[src/rtl/instr_fetch.sv]
// ---------------------------------------------------------------------------
// instr_fetch
//   Fetch-side initiator for the synchronous instruction ROM. Issues one
//   byte address per cycle and tags each request with its PC. The word that
//   returns one edge later is written into a 2-entry output FIFO, which
//   presents instructions to decode through a valid/ready handshake.
//   A redirect flushes the in-flight request and every buffered entry, then
//   restarts fetch at the word-aligned target.
//
// Ports
//   clk            clock
//   rst_n          asynchronous active-low reset
//   fetch_en       allow new ROM requests; buffered entries still drain
//   rom_addr       byte address to the ROM (combinational copy of pc_fetch)
//   rom_data       ROM registered output for the address sampled last edge
//   redirect_valid one-cycle redirect strobe, overrides everything else
//   redirect_pc    redirect target; bits [1:0] are ignored
//   out_valid      FIFO head valid
//   out_instr      FIFO head instruction
//   out_pc         byte PC of out_instr
//   out_ready      decode accepts the head this cycle
// ---------------------------------------------------------------------------
module instr_fetch #(
    parameter int                ADDR_W   = 14,
    parameter logic [ADDR_W-1:0] RESET_PC = '0,
    // Two entries are the minimum for one instruction per cycle: one slot
    // holds the head being consumed while the other catches the word that
    // was already in flight when the head was issued.
    parameter int                DEPTH    = 2
) (
    input  logic              clk,
    input  logic              rst_n,
    input  logic              fetch_en,
    output logic [ADDR_W-1:0] rom_addr,
    input  logic [31:0]       rom_data,
    input  logic              redirect_valid,
    input  logic [ADDR_W-1:0] redirect_pc,
    output logic              out_valid,
    output logic [31:0]       out_instr,
    output logic [ADDR_W-1:0] out_pc,
    input  logic              out_ready
);

    localparam logic [1:0] DEPTH_L = 2'(DEPTH);

    logic [ADDR_W-1:0] pc_fetch;
    logic [ADDR_W-1:0] inflight_pc;
    logic              inflight_v;

    logic [31:0]       fifo_instr [2];
    logic [ADDR_W-1:0] fifo_pc    [2];
    logic              wr_ptr;
    logic              rd_ptr;
    logic [1:0]        count;

    logic              pop;
    logic              push;
    logic              issue;
    logic [1:0]        occupancy;

    // The target is always word aligned, so its low bits carry no information.
    logic              unused_redirect_lsbs;
    assign unused_redirect_lsbs = ^redirect_pc[1:0];

    assign rom_addr  = pc_fetch;
    assign out_valid = (count != 2'd0);
    assign out_instr = out_valid ? fifo_instr[rd_ptr] : 32'd0;
    assign out_pc    = out_valid ? fifo_pc[rd_ptr]    : '0;

    assign pop  = out_valid & out_ready;
    assign push = inflight_v;

    // Counting the in-flight request as occupied guarantees its word always
    // has a slot when it lands; a pop this edge frees one slot in advance.
    assign occupancy = count + {1'b0, inflight_v};
    assign issue     = fetch_en & ~redirect_valid & ((occupancy < DEPTH_L) | pop);

    // Fetch PC, in-flight tag and FIFO bookkeeping.
    always_ff @(posedge clk or negedge rst_n) begin
        if (!rst_n) begin
            pc_fetch    <= RESET_PC;
            inflight_pc <= '0;
            inflight_v  <= 1'b0;
            wr_ptr      <= 1'b0;
            rd_ptr      <= 1'b0;
            count       <= 2'd0;
        end else if (redirect_valid) begin
            // Any pending rom_data belongs to the old path and is dropped.
            pc_fetch   <= {redirect_pc[ADDR_W-1:2], 2'b00};
            inflight_v <= 1'b0;
            wr_ptr     <= 1'b0;
            rd_ptr     <= 1'b0;
            count      <= 2'd0;
        end else begin
            if (push) begin
                wr_ptr <= ~wr_ptr;
            end
            if (pop) begin
                rd_ptr <= ~rd_ptr;
            end
            case ({push, pop})
                2'b10:   count <= count + 2'd1;
                2'b01:   count <= count - 2'd1;
                default: count <= count;
            endcase
            if (issue) begin
                inflight_pc <= pc_fetch;
                inflight_v  <= 1'b1;
                pc_fetch    <= pc_fetch + ADDR_W'(4);
            end else begin
                inflight_v <= 1'b0;
            end
        end
    end

    // FIFO storage. Entries are not cleared by a redirect; the pointers and
    // count are, which makes stale contents unreachable.
    always_ff @(posedge clk or negedge rst_n) begin
        if (!rst_n) begin
            for (int i = 0; i < 2; i++) begin
                fifo_instr[i] <= 32'd0;
                fifo_pc[i]    <= '0;
            end
        end else if (push && !redirect_valid) begin
            fifo_instr[wr_ptr] <= rom_data;
            fifo_pc[wr_ptr]    <= inflight_pc;
        end
    end

endmodule

[config.mk]
export PLATFORM = sky130hd
export DESIGN_NAME = instr_fetch
export DESIGN_NICKNAME = d
export VERILOG_FILES = /design/src/rtl/instr_fetch.sv
export SDC_FILE = /design/constraint.sdc
export NUM_CORES = 1
export LEC_CHECK = 0
export BUFFER_PORTS_ARGS = -buffer_cell sky130_fd_sc_hd__buf_2
export CORE_ASPECT_RATIO = 0.7
export CORE_UTILIZATION = 40
export DETAILED_ROUTE_END_ITERATION = 7
export HOLD_SLACK_MARGIN = 0.12
export PLACE_DENSITY_LB_ADDON = 0.08
export SYNTH_ARGS = -nofsm -noshare
export SYNTH_HDL_FRONTEND = slang
export SYNTH_SLANG_ARGS = --single-unit
[constraint.sdc]
create_clock -name clk -period 3.1 [get_ports clk]
set_input_delay 0.775 -clock clk [delete_from_list [all_inputs] [get_ports clk]]
set_output_delay 0.775 -clock clk [all_outputs]
set_load 0.02 [all_outputs]
**Word-level counts from Yosys, hierarchy flattened**

Cells that the tools add are included.

- Memories: 0
- Input port bits: 51
- Register bits: 125
- Logic and storage cells: 62
- Bits in read-only memories: 0
- RAM bits: 0
- Output and inout bits: 61
- Latch bits: 0

- Shifts and indexed selects: 0
- Div/mod/pow operators: 0
- Reduce and logical (&&, ||, !) cells: 9
- Muxes and demuxes: 24
- Multiply operators: 0
- $add $sub $neg: 4
- Bitwise gates (word level): 9
- Equality and inequality tests: 2
- $lt $le $gt $ge: 4

Operators by type and width:

| cell | number |
|---|---|
| $mux 32 | 5 |
| $mux 14 | 7 |
| $bwmux 64 | 1 |
| $demux 32 s1 | 1 |
| $bwmux 28 | 1 |
| $add 14x3->14 const B | 1 |
| $demux 14 s1 | 1 |
| $reduce_bool 2->1 | 4 |
| $mux 1 | 6 |
| $ge 2x2->1 const B | 2 |
| $not 1->2 | 2 |
| $pmux 2 s2 | 1 |
| $and 1x1->1 | 3 |
| $not 1->1 | 3 |
| $reduce_bool 3->1 | 1 |
| $add 2x1->2 | 1 |
| $add 2x1->2 const B | 1 |
| $eq 2x1->1 const B | 1 |
| $eq 2x2->1 const B | 1 |
| $logic_and 1x1->1 | 2 |
| $lt 2x1->1 const B | 1 |
| $lt 2x2->1 const B | 1 |
| $mux 2 | 1 |
| $reduce_and 2->1 | 1 |
| other kinds (3) | 3 |

**Depth between registers and ports, before layout**

- Word-level depth: 6
- Depth in mapped cells: 6
- Depth with buffers taken out: 5

**Worst setup path before layout**

No wires, ideal clock.

- Kind: register to output
- From: reg rd_ptr
- To: out out_instr[10]
- Required time: 2.325 ns
- Slack: 0.780 ns
- Data arrival time: 1.545 ns
- Buffers on the path: 2
- Stages on the path, launching flop included: 5
- Cell sequence: dfrtp_1 clkbuf_1 buf_1 mux2i_1 nor2_1

- Longest elaborated chain between the ends: 5

Ends and longest elaborated chain:

| what | line | source |
|---|---|---|
| from (decl) | 53 | `logic rd_ptr;` |
| from (signal assigned) | 99 | `rd_ptr <= ~rd_ptr;` |
| $not 1->2 (implied by the code) | 67 | `assign out_instr = out_valid ? fifo_instr[rd_ptr] : 32'd0;` |
| $mux 32 (implied by the code) (3 in a row) | 67 |  |
| $mux 32 | 67 |  |
| to (decl) | 39 | `output logic [31:0] out_instr,` |

Every way passes these cells. The select of a mux whose other input is x is not followed.

**Worst setup path after layout**

- From: reg rd_ptr
- To: out out_pc[12]

- Longest elaborated chain between the ends: 5

Ends and longest elaborated chain:

| what | line | source |
|---|---|---|
| $not 1->2 (implied by the code) | 68 | `assign out_pc = out_valid ? fifo_pc[rd_ptr] : '0;` |
| $mux 14 (implied by the code) (3 in a row) | 68 |  |
| $mux 14 | 68 |  |
| to (decl) | 40 | `output logic [ADDR_W-1:0] out_pc,` |

Every way passes these cells. The select of a mux whose other input is x is not followed.

==> flow_metrics.env <==
export IMPL_status="completed"
export IMPL_power_density_mw_per_mm2=732.6
export IMPL_cts_sinks=117
export IMPL_layout_commonest_cell="dfrtp_1"
export IMPL_fp_dieH_um=99.06
export IMPL_n_fill_cell=1189
export IMPL_rows=35
export IMPL_p_seq_frac=0.437
export IMPL_maxSlewViolCount=0
export IMPL_final_cell_mix="116 x dfrtp_1, 104 x buf_2, 100 x mux2_2, 53 x nor2_1, 46 x mux2i_1"
export IMPL_synth_distinct_cells=41
export IMPL_area_growth_syn_to_layout_pct=25.15
export IMPL_drt_pass1_iter_count=4
export IMPL_ys_ff_latch=117
export IMPL_ys_seq_area_frac=0.5439
export IMPL_synthFlopType="dfrtp_1"
export IMPL_reg2reg_depth=4
export IMPL_die_x_um=140.7
export IMPL_hold_violations=0
export IMPL_synth_edf_count=0
export IMPL_dp_hpwl_um=7662
export IMPL_vias=3672
export IMPL_cts_root_buf="clkbuf_16"
export IMPL_critPathBufInv=2
export IMPL_drt_wirelength_per_cell_um=16.34
export IMPL_drc=0
export IMPL_path_class="reg -> out"
export IMPL_numPortBuffers=105
export IMPL_core_mm2=0.01314
export IMPL_first_iter_violations=112
export IMPL_drive_above_1_share=0.4600
export IMPL_nNetsFinal=589
export IMPL_routabilityCongestion=0.7705
export IMPL_grt_usage=0.1845
export IMPL_cts_resized=0
export IMPL_overflow=0
export IMPL_clockBufferDepth=2
export IMPL_cp_cell_sequence="buf_12 > mux2i_1 > nor2_1 > buf_2"
export IMPL_crit_cells=4
export IMPL_wirelength_um=11700
export IMPL_htree_levels=4
export IMPL_worst_pin_slew_ns=0.6030
export IMPL_io_pins=112
export IMPL_period_share=0.8319
export IMPL_min_path_type="in -> async"
export IMPL_cts_hold_buf=0
export IMPL_p_sw_w=0.001307
export IMPL_grt_pass1_vias=3770
export IMPL_synthArstFlopShare=1.000
export IMPL_crit_fanout=38
export IMPL_ir_worst_vdd_uv=386.7
export IMPL_detail_route_antenna_nets=0
export IMPL_total_power_w=0.004935
export IMPL_crit_path_start_kind="flip-flop"
export IMPL_cts_setup_buffers=0
export IMPL_switching_share=0.2649
export IMPL_min_period_ns=2.579
export IMPL_initial_core_util=0.4097
export IMPL_required_ns=2.32
export IMPL_setup_viol=0
export IMPL_grt_antenna_before_repair=0
export IMPL_grt_pass1_wl_um=19510
export IMPL_synth_area_per_cell_um2=12.58
export IMPL_p_clk_frac=0.387
export IMPL_rsz0062_at_grt="no"
export IMPL_cts_clk_slew_worst_paths_ns=0.05
export IMPL_critPathTopFamily="flip-flops"
export IMPL_die_area_mm2=0.01393
export IMPL_internal_power_w=0.003628
export IMPL_crit_path_end_kind="output pin"
export IMPL_yosysWarnings=0
export IMPL_fmax_mhz=387.8
export IMPL_p_leak_nw=3.037
export IMPL_maxCapViolCount=0
export IMPL_grt_max_degree=45
export IMPL_combPwrFrac=0.176
export IMPL_clock_latency_ns=0.41
export IMPL_diodes=0
export IMPL_cts_tree="built"
export IMPL_synth_cell_area_mm2=0.005383
export IMPL_worst_clock_skew_ns=0.007119
export IMPL_syn_inst=428
export IMPL_slowest_stage="dfrtp_2"
export IMPL_final_setup_tns_ns=0
export IMPL_slew_limit_headroom=0.5956
export IMPL_drt_vias_per_instance=5.128
export IMPL_numCtsBuffers=17
export IMPL_slowest_delay_ns=0.52
export IMPL_crit_arrival_ns=1.80
path summary, 6_finish.rpt:
path,slack (ns),end,from
min in group clk,0.50,fifo_instr[15],fifo_instr[15]
worst min register to register,0.50,fifo_instr[15],fifo_instr[15]
max in group asynchronous,2.15,inflight_pc[3],rst_n
worst min-delay path,0.36,fifo_instr[39],rst_n
worst max-delay path,0.52,out_pc[12],rd_ptr
worst max register to register,1.11,rom_addr[11],inflight_v
power by group through the flow:
| stage | Combinational (W) | Sequential (W) | Clock (W) |
|---|---|---|---|
| global placement | 0.000850 | 0.00216 | 0 |
| global route | 0.000961 | 0.00222 | 0.00204 |
| CTS | 0.000884 | 0.00216 | 0.00196 |
| detailed placement | 0.000880 | 0.00219 | 0 |
| finish | 0.000868 | 0.00216 | 0.00191 |
| floorplan | 0.000646 | 0.00212 | 0 |
stage by stage:
stage	area [um2]	util	worst slack [ns]	instances	hold slack (ns)
6_report	6736	0.5128	0.5210	716	0.3567
5_1_grt	6736	0.5128	0.4363	716	0.3791
4_1_cts	6736	0.5128	0.4869	716	0.3620
3_5_place_dp	6150	0.4681	0.7272	684	0.4930
3_3_place_gp	6150	0.4681	0.7622	684	0.4859
2_1_floorplan	5394	-	0.7802	431	0.4792
sequential cells by signal (all words and copies together), names as in the netlist:
register and count:
rom_addr 12, inflight_v 1, fifo_pc 24, inflight_pc 12, count 2, wr_ptr 1
rd_ptr 1, fifo_instr 64
synth_stat cells, drive strengths merged (2+ instances only):
| cell type | n | area, um2 |
|---|---|---|
| buf | 18 | 95.09 |
| nor4 | 2 | 12.51 |
| inv | 6 | 22.52 |
| a31oi | 5 | 31.28 |
| nor2 | 54 | 202.7 |
| mux2 | 100 | 1126 |
| nand2 | 10 | 37.54 |
| nand3 | 7 | 35.03 |
| nand2b | 2 | 12.51 |
| nand4 | 4 | 25.02 |
| o31ai | 4 | 30.03 |
| a211oi | 2 | 15.01 |
| or4 | 4 | 30.03 |
| clkbuf | 12 | 45.04 |
| o21ai | 7 | 35.03 |
| mux2i | 46 | 460.4 |
| nor2b | 2 | 12.51 |
| a21boi | 2 | 15.01 |
| xnor2 | 3 | 26.28 |
| and2 | 2 | 12.51 |
| xor2 | 2 | 17.52 |
| dfrtp | 117 | 2928 |
cell families after synthesis:
logic type      count (synthesis)  share of synthesized area
compound gates                 28                    0.03696
xor+xnor                        5                   0.008137
fa+ha+maj                       1                   0.002324
buf+inv                        36                    0.03022
flops                         117                     0.5439
mux                           146                     0.2947
other cells                     1                  0.0006967
simple gates                   94                    0.08298
worst register-to-register path, stage by stage (launching register included):
cell and delay, ns:
dfrtp_1 0.51, and4bb_1 0.30, a2111o_1 0.50, or4_1 0.42, a31oi_1 0.17
area by class of cell:
class,count,area [um2],area share
Timing Repair Buffer,117,668.1,0.09918
Sequential cell,117,2929,0.4348
Tap cell,166,207.7,0.03083
Clock inverter,12,130.1,0.01932
Clock buffer,20,456.7,0.06779
Multi-Input combinational cell,278,2322,0.3447
Inverter,6,22.52,0.003343
metal layers:
| metal | GRT usage | share of wire | up-vias |
|---|---|---|---|
| met5 | 0 | 0 | - |
| met4 | 0.06689 | 0.0098 | 0 |
| met3 | 0.05685 | 0.057 | 13 |
| met2 | 0.2786 | 0.46 | 100 |
| met1 | 0.2502 | 0.48 | 1824 |
| li1 | - | - | 1735 |
Note: power is estimated with default switching activity, not from simulation.
